$ cat config.mk
export PLATFORM = sky130hd
export DESIGN_NAME = div_arbiter
export DESIGN_NICKNAME = d
export VERILOG_FILES = /design/src/rtl/div_arbiter.sv
export SDC_FILE = /design/constraint.sdc
export NUM_CORES = 1
export LEC_CHECK = 0
export BUFFER_PORTS_ARGS = -buffer_cell sky130_fd_sc_hd__buf_2
export CELL_PAD_IN_SITES_DETAIL_PLACEMENT = 1
export CELL_PAD_IN_SITES_GLOBAL_PLACEMENT = 2
export CORE_MARGIN = 2
export CORE_UTILIZATION = 22
export CTS_BUF_LIST = sky130_fd_sc_hd__clkbuf_8
export DETAILED_ROUTE_END_ITERATION = 7
export HOLD_SLACK_MARGIN = 0.12
export PLACE_DENSITY = 0.87
export SKIP_LAST_GASP = 1
export SLEW_MARGIN = 15
export SYNTH_ARGS = -nofsm -noshare
export SYNTH_HDL_FRONTEND = slang
export SYNTH_SLANG_ARGS = --single-unit
$ cat constraint.sdc
create_clock -name clk -period 3.3 [get_ports clk]
set_input_delay 0.495 -clock clk [delete_from_list [all_inputs] [get_ports clk]]
set_output_delay 0.495 -clock clk [all_outputs]
set_load 0.005 [all_outputs]
$ cat src/rtl/div_arbiter.sv
// Round-robin arbiter sharing one serial divider among N_PORTS requesters.
// Bypasses divide-by-zero and returns an error result if the divider hangs.
module div_arbiter #(
  parameter int N_PORTS = 4,
  parameter int WIDTH   = 16,
  parameter int TIMEOUT = 32
) (
  input  logic                       clk,
  input  logic                       rst,
  input  logic [N_PORTS-1:0]         req_stb,
  input  logic [N_PORTS*WIDTH-1:0]   req_numerator,
  input  logic [N_PORTS*WIDTH-1:0]   req_denominator,
  output logic [N_PORTS-1:0]         req_ack,
  output logic [N_PORTS-1:0]         res_stb,
  input  logic [N_PORTS-1:0]         res_ack,
  output logic signed [WIDTH-1:0]    res_quotient,
  output logic                       res_dbz,
  output logic                       res_err,
  output logic                       div_stb,
  output logic signed [WIDTH-1:0]    div_numerator,
  output logic signed [WIDTH-1:0]    div_denominator,
  input  logic                       div_ack,
  input  logic signed [WIDTH-1:0]    div_quotient
);

  localparam int PW = $clog2(N_PORTS);
  localparam int TW = $clog2(TIMEOUT + 1);

  typedef enum logic [1:0] {S_IDLE, S_ISSUE, S_WAIT, S_RET} state_t;

  state_t                   state, state_nx;
  logic [PW-1:0]            rr_ptr;
  logic [PW-1:0]            gnt_p1;
  logic [TW-1:0]            wd;

  logic signed [WIDTH-1:0]  num_a [N_PORTS];
  logic signed [WIDTH-1:0]  den_a [N_PORTS];

  logic                     sel_hit_p0;
  logic [PW-1:0]            sel_idx_p0;
  logic [PW-1:0]            rr_nx_p0;
  logic signed [WIDTH-1:0]  sel_num_p0;
  logic signed [WIDTH-1:0]  sel_den_p0;

  for (genvar i = 0; i < N_PORTS; i++) begin : g_unpack
    assign num_a[i] = req_numerator[i*WIDTH +: WIDTH];
    assign den_a[i] = req_denominator[i*WIDTH +: WIDTH];
  end

  // Stage p0: round-robin search starting at rr_ptr
  always_comb begin
    logic [PW:0]   sum;
    logic [PW-1:0] cand;
    sel_hit_p0 = 1'b0;
    sel_idx_p0 = '0;
    sum        = '0;
    cand       = '0;
    for (int k = 0; k < N_PORTS; k++) begin
      sum = {1'b0, rr_ptr} + (PW+1)'(k);
      if (sum >= (PW+1)'(N_PORTS)) sum = sum - (PW+1)'(N_PORTS);
      cand = sum[PW-1:0];
      if (!sel_hit_p0 && req_stb[cand]) begin
        sel_hit_p0 = 1'b1;
        sel_idx_p0 = cand;
      end
    end
    sel_num_p0 = num_a[sel_idx_p0];
    sel_den_p0 = den_a[sel_idx_p0];
    rr_nx_p0   = (sel_idx_p0 == PW'(N_PORTS-1)) ? '0 : sel_idx_p0 + 1'b1;
  end

  always_comb begin
    state_nx = state;
    case (state)
      S_IDLE:  if (sel_hit_p0) state_nx = (sel_den_p0 == '0) ? S_RET : S_ISSUE;
      S_ISSUE: state_nx = S_WAIT;
      S_WAIT:  if (div_ack || wd == TW'(TIMEOUT-1)) state_nx = S_RET;
      S_RET:   if (res_ack[gnt_p1]) state_nx = S_IDLE;
      default: state_nx = S_IDLE;
    endcase
  end

  // Stage p1: registered grant, divider handshake and result hold
  always_ff @(posedge clk) begin
    if (rst) begin
      state           <= S_IDLE;
      rr_ptr          <= '0;
      gnt_p1          <= '0;
      wd              <= '0;
      req_ack         <= '0;
      res_stb         <= '0;
      div_stb         <= 1'b0;
      res_quotient    <= '0;
      res_dbz         <= 1'b0;
      res_err         <= 1'b0;
      div_numerator   <= '0;
      div_denominator <= '0;
    end else begin
      state   <= state_nx;
      req_ack <= '0;
      div_stb <= 1'b0;
      case (state)
        S_IDLE: if (sel_hit_p0) begin
          gnt_p1              <= sel_idx_p0;
          rr_ptr              <= rr_nx_p0;
          req_ack[sel_idx_p0] <= 1'b1;
          div_numerator       <= sel_num_p0;
          div_denominator     <= sel_den_p0;
          if (sel_den_p0 == '0) begin
            res_stb[sel_idx_p0] <= 1'b1;
            res_quotient        <= '0;
            res_dbz             <= 1'b1;
          end
        end
        S_ISSUE: begin
          div_stb <= 1'b1;
          wd      <= '0;
        end
        S_WAIT: begin
          if (div_ack) begin
            res_quotient    <= div_quotient;
            res_stb[gnt_p1] <= 1'b1;
          end else if (wd == TW'(TIMEOUT-1)) begin
            res_quotient    <= '0;
            res_err         <= 1'b1;
            res_stb[gnt_p1] <= 1'b1;
          end else begin
            wd <= wd + 1'b1;
          end
        end
        S_RET: if (res_ack[gnt_p1]) begin
          res_stb <= '0;
          res_dbz <= 1'b0;
          res_err <= 1'b0;
        end
        default: ;
      endcase
    end
  end

endmodule
-- Word level (Yosys, flattened, before mapping)
Index checks and enable logic that the tools add are counted.
Widths: inputs -> output; s select.
- add/sub/neg operators: 9
- magnitude comparators: 13
- eq/ne operators: 13
- muxes and demuxes: 60
- bitwise operators: 5
- reductions and logical operators: 24
- operator list (kind ; count):
    $mux 16 ; 8
    $bmux 16 s2 ; 2
    $pmux 16 s2 ; 1
    $mux 2 ; 13
    $mux 4 ; 5
    $lt 2x3->1 const B ; 6
    $mux 1 ; 17
    $logic_not 16->1 ; 1
    $ne 2x2->1 const B ; 7
    $ge 3x3->1 const B ; 4
    $mux 6 ; 2
    $pmux 4 s3 ; 1
    $pmux 6 s2 ; 1
    $reduce_and 4->1 ; 3
    $bmux 1 s2 ; 5
    $or 4x4->4 ; 2
    $pmux 2 s4 ; 1
    $reduce_bool 2->1 ; 4
    $sub 2x1->2 const B ; 4
    $add 2x2->3 const B ; 2
    $add 6x1->6 const B ; 1
    $eq 2x2->1 const B ; 3
    $eq 6x5->1 const B ; 1
    $reduce_and 3->1 ; 2
    other kinds (18) ; 28
- bits in registers: 71
- input port bits: 155
- output and inout port bits: 59
- word-level logic and storage cells: 136

-- Logic depth before layout (Yosys ltp)
Gate-level depths: netlist of run 1.
- depth after elaboration: 22
- mapped depth: 14
- mapped depth without buffers: 10

-- Worst setup path after synthesis of run 1
No wires, ideal clock.
- kind: input to register
- start: input port req_stb[2]
- end: register res_quotient[10]
- setup time: 0.118 ns
- arrival: 2.982 ns
- required time: 3.182 ns
- slack: 0.201 ns
- stages: 11
- buffers on the path: 2
- path through: nor2b_1 > a221o_1 > buf_6 > and3_1 > a211oi_1 > o22ai_1 > or4_4 > nor3_2 > o21ai_2 > buf_2 > a32o_2
- cells in the longest elaborated chain, start to end: 19
- elaborated cells between the ends (all ways): 30
- those cells by class: eq/ne: 2; mux: 19; bitwise: 1; reduce/logical: 8
- RTL lines (item ; line ; source):
    start, declared ; 10 ; input logic [N_PORTS-1:0] req_stb,
    $bmux 1 s2 ; 62 ; if (!sel_hit_p0 && req_stb[cand]) begin
    $mux 1 (not written as such) ; 62 ;
    $mux 1 ; 62 ;
    $logic_not 1->1 ; 62 ;
    $logic_and 1x1->1 ; 62 ;
    $mux 1 ; 62 ;
    $logic_not 1->1 ; 62 ;
    $logic_and 1x1->1 ; 62 ;
    (+2 left out) ; n/a ;
    $logic_and 1x1->1 ; 62 ;
    $mux 2 ; 62 ;
    $not 2->3 (not written as such) ; 68 ; sel_den_p0 = den_a[sel_idx_p0];
    $bmux 16 s2 ; 68 ;
    $mux 16 (not written as such) (2 in series) ; 68 ;
    $logic_not 16->1 ; 109 ; if (sel_den_p0 == '0) begin
    $ne 2x2->1 (no line) ; n/a ;
    $reduce_and 4->1 (no line) * ; n/a ;
    end signal, assigned ; 121 ; res_quotient <= div_quotient;
    end, declared ; 16 ; output logic signed [WIDTH-1:0] res_quotient,
Every way passes the cells marked *; elsewhere a longest branch is shown, timed or not. The select of a mux whose other input is x is not followed.
A chain may end at the register's enable or synchronous reset.

-- Worst setup path in the final report of run 1
- start: register rr_ptr[1]
- end: register res_quotient[6]
- cells in the longest elaborated chain, start to end: 21
- elaborated cells between the ends (all ways): 45
- those cells by class: add/sub: 7; order compare: 4; eq/ne: 2; mux: 23; bitwise: 1; reduce/logical: 8
- RTL lines (item ; line ; source):
    start, declared ; 32 ; logic [PW-1:0] rr_ptr;
    start signal, assigned ; 105 ; rr_ptr <= rr_nx_p0;
    parallel branches: the longest is 20 deep, another holds $add 2x1->3 ; n/a ;
    $reduce_and 4->1 (no line) * ; n/a ;
Every way passes the cells marked *. The select of a mux whose other input is x is not followed.

==> results_tabular.tex, run 1 <==
\begin{tabular}{lr}
\hline
Metric & Value \\
\hline
\multicolumn{2}{l}{\textbf{Final layout}} \\
\quad Count of filler cells inserted in the layout & 2,171 \\
\quad \# diodes & 0 \\
\quad Net count reported at finish & 870 \\
\quad Synth-to-layout area growth & 49.56\% \\
\quad Register area & 0.001421 mm\^{}2 \\
\quad Area of the multi-input gates & 0.002361 mm\^{}2 \\
\quad Share of the core filled with cells & 33.33\% \\
\quad Fraction of layout cells with a size suffix above 1 & 43.72\% \\
\quad Layout Cells excl Fill & 934 \\
\multicolumn{2}{l}{\textbf{Clock network}} \\
\quad Maximum level of the CTS H-tree & 3 \\
\quad Num CTS Buffers & 9 \\
\quad Clock tree from TritonCTS & built \\
\quad Clock network latency to the later pin of the worst-skew pair & 0.36 ns \\
\quad Setup Fix Bufs, Post-CTS & 0 \\
\quad Clock net sink count & 71 \\
\quad Clock root buffer master & sky130\_fd\_sc\_hd\_\_clkbuf\_8 \\
\quad Worst-case clock buffer depth & 2 \\
\quad Clock slew at reported path FFs & 0.08 ns \\
\multicolumn{2}{l}{\textbf{Logic synthesis}} \\
\quad Post-synth cell types & 45 \\
\quad Area of the mapped netlist & 0.003827 mm\^{}2 \\
\quad Sequential cell area fraction in the yosys report & 37.14\% \\
\quad Mapped Nets & 646 \\
\quad Post-synthesis average cell area & 7.957 um\^{}2 \\
\quad Flip-flop and latch count after synthesis & 71 \\
\quad Total number of yosys warnings & 0 \\
\quad Async set-reset flop share out of synthesis & 0\% \\
\quad Count of flip-flops with a built-in enable after synthesis & 0 \\
\quad Number of instances in the synthesized netlist & 481 \\
\quad Most instantiated flip-flop cell in the synthesis netlist & sky130\_fd\_sc\_hd\_\_dfxtp\_1 \\
\multicolumn{2}{l}{\textbf{Global route}} \\
\quad Via count of the first global-routing pass & 4,590 \\
\quad Global-route congestion overflow total & 0 \\
\quad Pin count of the biggest net entering global routing & 48 \\
\quad First-pass GRT wire length & 23.36 mm \\
\quad Initial antenna violation count & 0 \\
\quad Total routing resource utilization after global routing & 16.29\% \\
\multicolumn{2}{l}{\textbf{Critical path}} \\
\quad Sequence of cells on the critical path & nand2b\_1 -> a21oi\_2 -> or3\_4 -> inv\_2 -> a211oi\_1 -> o22ai\_1 -> or4\_4 -> o31ai\_2 -> and4\_1 -> buf\_12 -> a32o\_1 \\
\quad Data arrival time of the critical path & 3.45 ns \\
\quad Endpoint type of the worst setup path & flip-flop \\
\quad Startpoint class of the critical path & flip-flop \\
\quad Delay of the slowest critical-path stage & 0.59 ns \\
\quad Critical Path Fanout Max & 18 \\
\quad Slowest cell on crit path & sky130\_fd\_sc\_hd\_\_or4\_4 \\
\quad Required time of the critical path & 3.60 ns \\
\quad Startpoint-to-endpoint class of the critical path & flip-flop to flip-flop \\
\multicolumn{2}{l}{\textbf{Power and ir drop}} \\
\quad Peak supply drop & 0.3024 mV \\
\quad Power density of the placed cells & 806.0 mW/mm\^{}2 \\
\quad Leakage component of the power & 2.781 nW \\
\multicolumn{2}{l}{\textbf{Routing}} \\
\quad DR pass1 iterations & 4 \\
\quad Number of DRC violations after detailed-routing iteration 0 & 158 \\
\quad Met1 wire length & 6.374 mm \\
\quad Highest Signal Layer & met4 \\
\quad Met3 routed WL & 911 um \\
\quad Antenna Violating Nets Remaining & 0 \\
\quad Met2 routed wirelength & 7.738 mm \\
\quad DRC violation count after routing & 0 \\
\quad Routed via count divided by cell count & 4.821 \\
\quad WL per Instance & 16.44 um \\
\quad Sum of routed wire length over all layers & 15.35 mm \\
\quad DR vias & 4,503 \\
\multicolumn{2}{l}{\textbf{Timing}} \\
\quad Pin slew with the least headroom to its limit & 0.8160 ns \\
\quad Fmax & 0.3177 GHz \\
\quad Final cycle utilization of the critical path & 95.37\% \\
\quad Setup TNS Final & 0 ns \\
\quad Max-Slew Margin vs Limit & 45.40\% \\
\quad Worst hold margin & 0.3419 ns \\
\quad Min Tclk post-route & 3.147 ns \\
\quad Post-route clock skew & 0.01348 ns \\
\quad Setup Viol. Count Final & 0 \\
\quad Max-slew violations & 0 \\
\quad Final Hold Fails & 0 \\
\multicolumn{2}{l}{\textbf{Placed design}} \\
\quad Placed wire-length estimate & 11.44 mm \\
\quad GPL Wtd Cong & 0.8076 \\
\quad Number of buffers inserted by port buffering & 213 \\
\quad Post-placement cell count & 918 \\
\multicolumn{2}{l}{\textbf{Die}} \\
\quad Num ports & 214 \\
\quad Core outline area & 0.01718 mm\^{}2 \\
\quad Die H & 135.9 um \\
\quad Die area & 0.01847 mm\^{}2 \\
\quad Initial core utilization & 22.28\% \\
\quad Horiz. Die Dim & 135.9 um \\
\quad Number of cell rows & 48 \\
\multicolumn{2}{l}{\textbf{Worst hold path}} \\
\quad Worst hold path type & primary input to flip-flop \\
\multicolumn{2}{l}{\textbf{Run}} \\
\quad \# Max-Cap Violations & 0 \\
\multicolumn{2}{l}{\textbf{Status}} \\
\quad Run status & finished, final reports clean \\
\hline
\end{tabular}
## metrics by stage
| step | instance area, um^2 | setup WS, ns | total power [mW] |
|---|---|---|---|
| after floorplan | 3827 | 0.2006 | 2.686 |
| after global placement | 5353 | -0.1576 | 3.695 |
| after detailed placement | 5353 | -0.2011 | 3.741 |
| after CTS | 5577 | 0.1110 | 4.566 |
| after global routing | 5724 | -0.01129 | 4.993 |
| final | 5724 | 0.1526 | 4.614 |
## cells in the final DEF (no fill, tap or decap), drive strengths merged, types with 2 or more instances in the layout
| cell | instances |
|---|---|
| a211oi | 34 |
| a21oi | 29 |
| a221oi | 2 |
| a22oi | 12 |
| a31oi | 5 |
| a32o | 16 |
| and3 | 33 |
| buf | 249 |
| bufinv | 2 |
| clkbuf | 10 |
| clkinvlp | 3 |
| dfxtp | 71 |
| ha | 10 |
| inv | 10 |
| mux2i | 11 |
| nand2 | 74 |
| nand2b | 4 |
| nand3 | 21 |
| nand3b | 3 |
| nand4 | 2 |
| nor2 | 36 |
| nor2b | 8 |
| nor3 | 21 |
| o21ai | 5 |
| o21bai | 2 |
| o22ai | 18 |
| or3 | 3 |
| or4 | 2 |
| xor2 | 4 |
## report_power, final
group	switching [mW]	total [mW]	internal, mW
Sequential	0.154	1.27	1.12
Clock	0.352	0.794	0.442
Combinational	1.46	2.55	1.09
## final cells by class
cell class | instances | area share [%]
clock buffers | 10 | 2.404
clock inverters | 5 | 1.443
inverters | 11 | 0.7213
multi-input cells | 363 | 41.25
flip-flops and latches | 71 | 24.83
well taps | 225 | 4.918
repair buffers | 249 | 24.44
## registers in the layout, summed over array words and instances, names as in the netlist
signal           cells
req_ack              4
div_numerator       16
res_stb              4
wd                   6
res_quotient        16
div_denominator     16
div_stb              1
res_dbz              1
rr_ptr               2
res_err              1
state                2
gnt_p1               2
## worst max-delay path: cells and delay by family, from the launching register on
family	cells	cell delay [ns]
compound gates	5	1.05
buf+inv	2	0.37
flops	1	0.36
simple gates	4	1.29
## synthesized netlist by cell type (all sizes together), types with 11 or more instances
master,count,area share [%]
nand3,21,2.7
and3,33,5.4
o22ai,18,2.9
a22oi,12,2.4
mux2i,11,2.9
clkbuf,24,2.4
a21oi,29,3.8
nand2,74,7.3
a32o,16,4.3
dfxtp,71,37
nor3,21,2.9
a211oi,34,6.7
nor2,36,3.5
buf,13,1.9
## cells by family after synthesis
family	count (synthesis)	share of synthesized area (%)
AO/OA/AOI/OAI	126	23.37
adder cells (fa/ha/maj)	10	3.269
XOR/XNOR	4	0.9152
buffers and inverters	48	5.328
multiplexers	13	3.759
flip-flops	71	37.14
AND/OR/NAND/NOR	209	26.22
## final timing paths
path	from	to	slack (ns)	cells after the start
worst max-delay path	rr_ptr[1]	res_quotient[6]	0.15	11
worst max register to register	rr_ptr[1]	res_quotient[6]	0.15	11
worst min register to register	div_numerator[7]	div_numerator[7]	0.45	2
worst min-delay path	div_quotient[3]	res_quotient[3]	0.34	2
## timing repair
| action | CTS | global route |
|---|---|---|
| hold endpoints to repair | 0 | 0 |
| endpoints found under the setup margin | 16 | 16 |
| hold buffers | 0 | 0 |
| gates resized for setup | 1 | 29 |
| pin swaps | 0 | 1 |
| cloned | 0 | 1 |
## layer usage
metal | global-route usage (%) | vias to the layer above
met5 | 0 | -
met4 | 5.903 | 0
met3 | 3.617 | 21
met2 | 29.77 | 137
met1 | 18.51 | 2143
li1 | - | 2202
(Power assumes the default switching activity.)
==> run 2, diff against run 1 <==
--- a/config.mk
+++ b/config.mk
@@ -8,6 +8,7 @@
 export BUFFER_PORTS_ARGS = -buffer_cell sky130_fd_sc_hd__buf_2
 export CELL_PAD_IN_SITES_DETAIL_PLACEMENT = 1
 export CELL_PAD_IN_SITES_GLOBAL_PLACEMENT = 2
+export CORE_ASPECT_RATIO = 0.7
 export CORE_MARGIN = 2
 export CORE_UTILIZATION = 22
 export CTS_BUF_LIST = sky130_fd_sc_hd__clkbuf_8
==> constraint.sdc (replaced) <==
create_clock -name clk -period 2.65 [get_ports clk]
set_input_delay 0.3975 -clock clk [delete_from_list [all_inputs] [get_ports clk]]
set_output_delay 0.3975 -clock clk [all_outputs]
set_load 0.005 [all_outputs]
==> results_tabular.tex, run 2 (synthesized netlist as in run 1, its figures left out) <==
\begin{tabular}{lr}
\hline
Metric & Value \\
\hline
\multicolumn{2}{l}{\textbf{Global route}} \\
\quad Initial antenna violation count & 0 (unchanged) \\
\quad Global-route congestion overflow total & 0 (unchanged) \\
\quad Via count of the first global-routing pass & 4,736 (was 4,590) \\
\quad Total routing resource utilization after global routing & 17.62\% (was 16.29\%) \\
\quad Pin count of the biggest net entering global routing & 48 (unchanged) \\
\quad First-pass GRT wire length & 25.43 mm (was 23.36 mm) \\
\multicolumn{2}{l}{\textbf{Critical path}} \\
\quad Startpoint-to-endpoint class of the critical path & flip-flop to flip-flop (unchanged) \\
\quad Endpoint type of the worst setup path & flip-flop (unchanged) \\
\quad Slowest cell on crit path & sky130\_fd\_sc\_hd\_\_or4\_4 (unchanged) \\
\quad Sequence of cells on the critical path & nand2\_2 -> a221o\_2 -> buf\_6 -> and3\_4 -> a211oi\_4 -> o22ai\_2 -> or4\_4 -> buf\_6 -> o31ai\_4 -> and4\_4 -> buf\_12 -> a32o\_1 (was nand2b\_1 -> a21oi\_2 -> or3\_4 -> inv\_2 -> a211oi\_1 -> o22ai\_1 -> or4\_4 -> o31ai\_2 -> and4\_1 -> buf\_12 -> a32o\_1) \\
\quad CP delay by family, top & compound AO/OA/AOI/OAI gates (was simple AND/OR/NAND/NOR gates) \\
\quad Worst-case register-to-register setup slack & -0.45 ns (was 0.15 ns) \\
\quad Total buffers and inverters traversed by the critical path & 3 (was 2) \\
\quad Start of the worst register-to-register path & rr\_ptr[1] (unchanged) \\
\quad Worst R2R Path Depth & 12 (was 11) \\
\quad Critical Path Fanout Max & 8 (was 18) \\
\quad R2R Path End & res\_quotient[15] (was res\_quotient[6]) \\
\quad Data arrival time of the critical path & 3.42 ns (was 3.45 ns) \\
\quad Required time of the critical path & 2.97 ns (was 3.60 ns) \\
\quad Cell occurring most often along the worst timing path & sky130\_fd\_sc\_hd\_\_buf\_6 \\
\quad Delay of the slowest critical-path stage & 0.56 ns (was 0.59 ns) \\
\quad Startpoint class of the critical path & flip-flop (unchanged) \\
\multicolumn{2}{l}{\textbf{Status}} \\
\quad Run status & finished with violations (was finished, final reports clean) \\
\quad Failing checks & setup timing \\
\multicolumn{2}{l}{\textbf{Die}} \\
\quad Num ports & 214 (unchanged) \\
\quad Initial core utilization & 22.36\% (was 22.28\%) \\
\quad Core outline area & 0.01712 mm\^{}2 (was 0.01718 mm\^{}2) \\
\quad Die area & 0.01849 mm\^{}2 (was 0.01847 mm\^{}2) \\
\quad Number of cell rows & 40 (was 48) \\
\quad Die H & 114.4 um (was 135.9 um) \\
\quad Horiz. Die Dim & 161.7 um (was 135.9 um) \\
\multicolumn{2}{l}{\textbf{Final layout}} \\
\quad Count of filler cells inserted in the layout & 2,110 (was 2,171) \\
\quad \# diodes & 0 (unchanged) \\
\quad Commonest non-fill, non-tap cells in the layout & sky130\_fd\_sc\_hd\_\_buf\_2 (214), sky130\_fd\_sc\_hd\_\_nand2\_1 (72), sky130\_fd\_sc\_hd\_\_dfxtp\_1 (70) (was sky130\_fd\_sc\_hd\_\_buf\_2 (213), sky130\_fd\_sc\_hd\_\_nand2\_1 (73), sky130\_fd\_sc\_hd\_\_dfxtp\_1 (71)) \\
\quad Share of the core filled with cells & 36.79\% (was 33.33\%) \\
\quad Fraction of layout cells with a size suffix above 1 & 50.07\% (was 43.72\%) \\
\quad Most frequent standard cell in the layout excluding fill and tap cells & sky130\_fd\_sc\_hd\_\_buf\_2 (unchanged) \\
\quad Net count reported at finish & 901 (was 870) \\
\quad Layout Cells excl Fill & 972 (was 934) \\
\quad Synth-to-layout area growth & 64.53\% (was 49.56\%) \\
\quad Registers with the most flip-flops & div\_denominator x16, div\_numerator x16, res\_quotient x16 (unchanged) \\
\multicolumn{2}{l}{\textbf{Timing}} \\
\quad Min Tclk post-route & 3.097 ns (was 3.147 ns) \\
\quad Post-route clock skew & 0.01260 ns (was 0.01348 ns) \\
\quad Setup Viol. Count Final & 22 (was 0) \\
\quad Final Hold Fails & 0 (unchanged) \\
\quad Max-slew violations & 0 (unchanged) \\
\quad Crit path setup slack, layout & -0.4474 ns (was 0.1526 ns) \\
\quad Final cycle utilization of the critical path & 116.9\% (was 95.37\%) \\
\quad Setup repair after global routing missed its margin & yes \\
\quad Max-Slew Margin vs Limit & 62.27\% (was 45.40\%) \\
\quad Pin slew with the least headroom to its limit & 0.5660 ns (was 0.8160 ns) \\
\quad Fmax & 0.3228 GHz (was 0.3177 GHz) \\
\multicolumn{2}{l}{\textbf{Clock network}} \\
\quad Clock root buffer master & sky130\_fd\_sc\_hd\_\_clkbuf\_8 (unchanged) \\
\quad Num CTS Buffers & 9 (unchanged) \\
\quad Clock tree from TritonCTS & built (unchanged) \\
\quad Clock slew at reported path FFs & 0.08 ns (about the same) \\
\quad Worst-case clock buffer depth & 2 (unchanged) \\
\quad Clock net sink count & 71 (unchanged) \\
\quad Clock network latency to the later pin of the worst-skew pair & 0.38 ns (was 0.36 ns) \\
\quad Maximum level of the CTS H-tree & 3 (unchanged) \\
\quad CTS hold repair buffers & 0 (unchanged) \\
\multicolumn{2}{l}{\textbf{Power and ir drop}} \\
\quad Total power draw & 6.343 mW (was 4.614 mW) \\
\quad Peak supply drop & 0.3562 mV (was 0.3024 mV) \\
\quad Leakage component of the power & 3.016 nW (was 2.781 nW) \\
\quad Power density of the placed cells & 1007 mW/mm\^{}2 (was 806.0 mW/mm\^{}2) \\
\multicolumn{2}{l}{\textbf{Worst hold path}} \\
\quad Hold Path Sink & res\_quotient[3] (unchanged) \\
\quad Worst Hold Path Cells & 2 (unchanged) \\
\quad Min-Delay Startpoint & div\_quotient[3] (unchanged) \\
\quad Worst hold path type & primary input to flip-flop (unchanged) \\
\multicolumn{2}{l}{\textbf{Routing}} \\
\quad WL per Instance & 16.69 um (was 16.44 um) \\
\quad DRC violation count after routing & 0 (unchanged) \\
\quad Antenna Violating Nets Remaining & 0 (unchanged) \\
\quad DR vias & 4,618 (was 4,503) \\
\quad DR pass1 iterations & 5 (was 4) \\
\quad Sum of routed wire length over all layers & 16.23 mm (was 15.35 mm) \\
\quad Routed via count divided by cell count & 4.751 (was 4.821) \\
\quad Number of DRC violations after detailed-routing iteration 0 & 202 (was 158) \\
\multicolumn{2}{l}{\textbf{Placed design}} \\
\quad Post-placement cell count & 941 (was 918) \\
\quad Number of buffers inserted by port buffering & 213 (unchanged) \\
\quad DP Worst Slack & -0.6534 ns (was -0.2011 ns) \\
\quad GPL Wtd Cong & 0.8117 (was 0.8076) \\
\quad Placed wire-length estimate & 12.12 mm (was 11.44 mm) \\
\multicolumn{2}{l}{\textbf{Run}} \\
\quad \# Max-Cap Violations & 0 (unchanged) \\
\hline
\end{tabular}
[run 2: cell type report]
type / instances / area (um^2) / share of cell area, %
inverters: 11 / 48.80 / 0.7749
clock inverters: 7 / 72.57 / 1.152
flip-flops and latches: 71 / 1425 / 22.63
well taps: 231 / 289.0 / 4.590
multi-input cells: 363 / 2635 / 41.84
clock buffers: 9 / 123.9 / 1.967
repair buffers: 280 / 1703 / 27.04
[run 2: where the power goes]
part           leakage (nW)  internal, mW  switching [mW]
Combinational          2.33          1.72            2.11
Clock                 0.101         0.436           0.474
Sequential            0.581          1.39           0.201
[run 2: what timing repair did]
item | in CTS | in global routing
gates resized for setup | 56 | 20
endpoints found under the setup margin | 32 | 32
cloned | 4 | 0
pin swaps | 18 | 41
setup buffers | 9 | 4
[run 2: metrics by stage]
| step | area, um^2 | setup TNS [ns] | hold slack (ns) |
|---|---|---|---|
| final | 6297 | -8.815 | 0.2266 |
| after global routing | 6297 | -11.40 | 0.2061 |
| after CTS | 6157 | -8.178 | 0.2045 |
| after detailed placement | 5605 | -16.16 | 0.4447 |
| after global placement | 5605 | -14.01 | 0.4409 |
| after floorplan | 4009 | -4.192 | 0.4527 |
[run 2: worst max path at each step]
stage          startpoint                to  slack (ns)  cells past startpoint
2_1_floorplan  req_stb[2]   res_quotient[7]       -0.28                     13
3_3_place_gp   req_stb[2]  res_quotient[11]       -0.60                     11
3_5_place_dp   req_stb[2]  res_quotient[15]       -0.65                     12
4_1_cts         rr_ptr[1]  res_quotient[15]       -0.40                     12
5_1_grt         rr_ptr[1]  res_quotient[15]       -0.57                     12
6_report        rr_ptr[1]  res_quotient[15]       -0.45                     12
[run 2: metal layers]
layer	global-route usage [%]	share of wire [%]	wire length (um)
met4	4.307	1.1	184
met3	5.179	6.7	1084
met1	23.41	47	7631
met5	0	0	0
met2	28.26	45	7327
[run 2: worst reg2reg max path: cells and delay by family (launching register included)]
family	cells	cell delay (ns)
AOI/OAI and AO/OA	5	1.12
buffers and inverters	3	0.44
DFF	1	0.38
and+or+nand+nor	4	1.10
==> run 3, diff against run 2 <==
--- a/config.mk
+++ b/config.mk
@@ -10,11 +10,11 @@
 export CELL_PAD_IN_SITES_GLOBAL_PLACEMENT = 2
 export CORE_ASPECT_RATIO = 0.7
 export CORE_MARGIN = 2
-export CORE_UTILIZATION = 22
+export CORE_UTILIZATION = 24
 export CTS_BUF_LIST = sky130_fd_sc_hd__clkbuf_8
 export DETAILED_ROUTE_END_ITERATION = 7
 export HOLD_SLACK_MARGIN = 0.12
-export PLACE_DENSITY = 0.87
+export PLACE_DENSITY_LB_ADDON = 0.1
 export SKIP_LAST_GASP = 1
 export SLEW_MARGIN = 15
 export SYNTH_ARGS = -nofsm -noshare
==> constraint.sdc (replaced) <==
create_clock -name clk -period 3.39 [get_ports clk]
set_input_delay 0.5085 -clock clk [delete_from_list [all_inputs] [get_ports clk]]
set_output_delay 0.5085 -clock clk [all_outputs]
set_load 0.005 [all_outputs]
==> results_tabular.tex, run 3 (synthesized netlist as in run 1, its figures left out) <==
\begin{tabular}{lr}
\hline
Metric & Value \\
\hline
\multicolumn{2}{l}{\textbf{Routing}} \\
\quad Routed via count divided by cell count & 4.878 (was 4.751) \\
\quad Number of DRC violations after detailed-routing iteration 0 & 134 (was 202) \\
\quad Sum of routed wire length over all layers & 15.09 mm (was 16.23 mm) \\
\quad DR vias & 4,449 (was 4,618) \\
\quad Antenna Violating Nets Remaining & 0 (unchanged) \\
\quad WL per Instance & 16.55 um (was 16.69 um) \\
\quad DR pass1 iterations & 4 (was 5) \\
\quad DRC violation count after routing & 0 (unchanged) \\
\multicolumn{2}{l}{\textbf{Placed design}} \\
\quad Placed wire-length estimate & 11.64 mm (was 12.12 mm) \\
\quad DP Worst Slack & -0.1102 ns (was -0.6534 ns) \\
\quad Number of buffers inserted by port buffering & 213 (unchanged) \\
\quad Post-placement cell count & 896 (was 941) \\
\quad Area after DPL & 0.005356 mm\^{}2 (was 0.005605 mm\^{}2) \\
\quad GPL Wtd Cong & 0.8046 (was 0.8117) \\
\multicolumn{2}{l}{\textbf{Power and ir drop}} \\
\quad Part of the power in combinational logic & 54.3\% (was 60.5\%) \\
\quad Flop pwr share & 27.2\% (was 25.1\%) \\
\quad Peak supply drop & 0.2696 mV (was 0.3562 mV) \\
\quad Leakage component of the power & 2.814 nW (was 3.016 nW) \\
\quad Internal power & 2.630 mW (was 3.555 mW) \\
\quad Clock network power share & 18.5\% (was 14.3\%) \\
\quad Power density of the placed cells & 795.1 mW/mm\^{}2 (was 1007 mW/mm\^{}2) \\
\quad Switching power total & 1.900 mW (was 2.789 mW) \\
\quad Switching share of total power & 41.94\% (was 43.96\%) \\
\quad Total power draw & 4.530 mW (was 6.343 mW) \\
\multicolumn{2}{l}{\textbf{Final layout}} \\
\quad Net count reported at finish & 872 (was 901) \\
\quad Layout Cells excl Fill & 912 (was 972) \\
\quad Registers with the most flip-flops & div\_denominator x16, div\_numerator x16, res\_quotient x16 (unchanged) \\
\quad Fraction of layout cells with a size suffix above 1 & 42.98\% (was 50.07\%) \\
\quad Post-route cell area & 0.005698 mm\^{}2 (was 0.006297 mm\^{}2) \\
\quad Share of the core filled with cells & 36.65\% (was 36.79\%) \\
\quad Synth-to-layout area growth & 48.87\% (was 64.53\%) \\
\quad Most frequent standard cell in the layout excluding fill and tap cells & sky130\_fd\_sc\_hd\_\_buf\_2 (unchanged) \\
\quad Commonest non-fill, non-tap cells in the layout & sky130\_fd\_sc\_hd\_\_buf\_2 (213), sky130\_fd\_sc\_hd\_\_nand2\_1 (73), sky130\_fd\_sc\_hd\_\_dfxtp\_1 (71) (was sky130\_fd\_sc\_hd\_\_buf\_2 (214), sky130\_fd\_sc\_hd\_\_nand2\_1 (72), sky130\_fd\_sc\_hd\_\_dfxtp\_1 (70)) \\
\quad \# diodes & 0 (unchanged) \\
\multicolumn{2}{l}{\textbf{Clock network}} \\
\quad Maximum level of the CTS H-tree & 3 (unchanged) \\
\quad Resized cells post-CTS & 0 (was 56) \\
\quad Clock slew at reported path FFs & 0.08 ns (about the same) \\
\quad Worst-case clock buffer depth & 2 (unchanged) \\
\quad Clock network latency to the later pin of the worst-skew pair & 0.35 ns (was 0.38 ns) \\
\quad Clock root buffer master & sky130\_fd\_sc\_hd\_\_clkbuf\_8 (unchanged) \\
\quad Clock tree from TritonCTS & built (unchanged) \\
\quad CTS hold repair buffers & 0 (unchanged) \\
\quad Setup Fix Bufs, Post-CTS & 0 (was 9) \\
\quad Clock net sink count & 71 (unchanged) \\
\quad Num CTS Buffers & 9 (unchanged) \\
\multicolumn{2}{l}{\textbf{Timing}} \\
\quad Final cycle utilization of the critical path & 94.43\% (was 116.9\%) \\
\quad Setup repair after global routing missed its margin & no (was yes) \\
\quad Worst hold margin & 0.3728 ns (was 0.2266 ns) \\
\quad Max-Slew Margin vs Limit & 50.05\% (was 62.27\%) \\
\quad Setup TNS Final & 0 ns (was -8.815 ns) \\
\quad Setup Viol. Count Final & 0 (was 22) \\
\quad Fmax & 0.3124 GHz (was 0.3228 GHz) \\
\quad Post-route clock skew & 0.01550 ns (was 0.01260 ns) \\
\quad Final Hold Fails & 0 (unchanged) \\
\quad Min Tclk post-route & 3.201 ns (was 3.097 ns) \\
\quad Crit path setup slack, layout & 0.1889 ns (was -0.4474 ns) \\
\quad Max-slew violations & 0 (unchanged) \\
\quad Pin slew with the least headroom to its limit & 0.7465 ns (was 0.5660 ns) \\
\multicolumn{2}{l}{\textbf{Critical path}} \\
\quad Cell occurring most often along the worst timing path & sky130\_fd\_sc\_hd\_\_buf\_12 (was sky130\_fd\_sc\_hd\_\_buf\_6) \\
\quad Delay of the slowest critical-path stage & 0.54 ns (was 0.56 ns) \\
\quad Slowest cell on crit path & sky130\_fd\_sc\_hd\_\_or4\_4 (unchanged) \\
\quad CP delay by family, top & simple AND/OR/NAND/NOR gates (was compound AO/OA/AOI/OAI gates) \\
\quad Critical Path Fanout Max & 16 (was 8) \\
\quad Sequence of cells on the critical path & mux2i\_1 -> nor2\_1 -> or3\_2 -> buf\_12 -> a211oi\_1 -> o22ai\_1 -> or4\_4 -> nor3\_2 -> o21ai\_2 -> buf\_12 -> a32o\_1 (was nand2\_2 -> a221o\_2 -> buf\_6 -> and3\_4 -> a211oi\_4 -> o22ai\_2 -> or4\_4 -> buf\_6 -> o31ai\_4 -> and4\_4 -> buf\_12 -> a32o\_1) \\
\quad Total buffers and inverters traversed by the critical path & 2 (was 3) \\
\quad Startpoint class of the critical path & flip-flop (unchanged) \\
\quad Required time of the critical path & 3.63 ns (was 2.97 ns) \\
\quad Data arrival time of the critical path & 3.44 ns (was 3.42 ns) \\
\quad Startpoint-to-endpoint class of the critical path & flip-flop to flip-flop (unchanged) \\
\quad Endpoint type of the worst setup path & flip-flop (unchanged) \\
\multicolumn{2}{l}{\textbf{Global route}} \\
\quad Total routing resource utilization after global routing & 17.62\% (about the same) \\
\quad First-pass GRT wire length & 23.87 mm (was 25.43 mm) \\
\quad Initial antenna violation count & 1 (was 0) \\
\quad Pin count of the biggest net entering global routing & 48 (unchanged) \\
\quad Via count of the first global-routing pass & 4,777 (was 4,736) \\
\quad Global-route congestion overflow total & 0 (unchanged) \\
\multicolumn{2}{l}{\textbf{Status}} \\
\quad Run status & finished, final reports clean (was finished with violations) \\
\multicolumn{2}{l}{\textbf{Worst hold path}} \\
\quad Worst hold path type & primary input to flip-flop (unchanged) \\
\multicolumn{2}{l}{\textbf{Die}} \\
\quad Horiz. Die Dim & 154.9 um (was 161.7 um) \\
\quad Die area & 0.01699 mm\^{}2 (was 0.01849 mm\^{}2) \\
\quad Num ports & 214 (unchanged) \\
\quad Die H & 109.7 um (was 114.4 um) \\
\quad Initial core utilization & 24.62\% (was 22.36\%) \\
\quad Number of cell rows & 38 (was 40) \\
\quad Core outline area & 0.01555 mm\^{}2 (was 0.01712 mm\^{}2) \\
\multicolumn{2}{l}{\textbf{Run}} \\
\quad \# Max-Cap Violations & 0 (unchanged) \\
\hline
\end{tabular}
==> run 3: changes by cell type in the layout (fill, tap and decap cells not counted), moves of 4 or more <==
cell,delta
sky130_fd_sc_hd__a211oi_1,+15
sky130_fd_sc_hd__a211oi_2,-4
sky130_fd_sc_hd__a211oi_4,-11
sky130_fd_sc_hd__and3_1,+6
sky130_fd_sc_hd__and3_4,-6
sky130_fd_sc_hd__buf_4,-15
sky130_fd_sc_hd__buf_6,-11
sky130_fd_sc_hd__o22ai_1,+5
sky130_fd_sc_hd__o22ai_2,-5
==> run 3: layout make-up <==
| type | instances | area (um^2) |
|---|---|---|
| Fill cell | 1919 | 9849 |
| Inverter | 11 | 43.79 |
| Multi-Input combinational cell | 362 | 2307 |
| Clock buffer | 9 | 123.9 |
| Tap cell | 200 | 250.2 |
| Clock inverter | 7 | 117.6 |
| Sequential cell | 71 | 1421 |
| Timing Repair Buffer | 252 | 1434 |
==> run 3: worst paths after layout <==
path                           end  cells past startpoint  slack [ns]              from
setup / recovery   res_quotient[6]                     11        0.19         rr_ptr[1]
hold / removal     res_quotient[9]                      2        0.37   div_quotient[9]
hold reg to reg   div_numerator[3]                      2        0.47  div_numerator[3]
setup reg to reg   res_quotient[6]                     11        0.19         rr_ptr[1]
==> run 3: power by group through the flow <==
stage / clock [mW] / combinational [mW] / sequential (mW)
after floorplan: 0 / 1.36 / 1.25
after global placement: 0 / 2.39 / 1.24
after detailed placement: 0 / 2.42 / 1.26
after CTS: 0.870 / 2.43 / 1.24
after global routing: 0.903 / 2.77 / 1.27
final: 0.839 / 2.46 / 1.23
==> run 3: layer usage <==
layer  part of all wire, %  track usage [%]  routed length (um)
met1                    47            22.32                7070
met2                    46            30.29                7018
met3                   5.7            4.178                 853
met4                  0.99            4.762                 150
met5                     0                0                   0
==> run 3: worst register-to-register path, cell delays in order, from the launching register on <==
cell and delay [ns]:
sky130_fd_sc_hd__dfxtp_1 0.39, sky130_fd_sc_hd__mux2i_1 0.20, sky130_fd_sc_hd__nor2_1 0.05, sky130_fd_sc_hd__or3_2 0.52, sky130_fd_sc_hd__buf_12 0.18, sky130_fd_sc_hd__a211oi_1 0.31, sky130_fd_sc_hd__o22ai_1 0.12, sky130_fd_sc_hd__or4_4 0.54
sky130_fd_sc_hd__nor3_2 0.27, sky130_fd_sc_hd__o21ai_2 0.12, sky130_fd_sc_hd__buf_12 0.17, sky130_fd_sc_hd__a32o_1 0.26
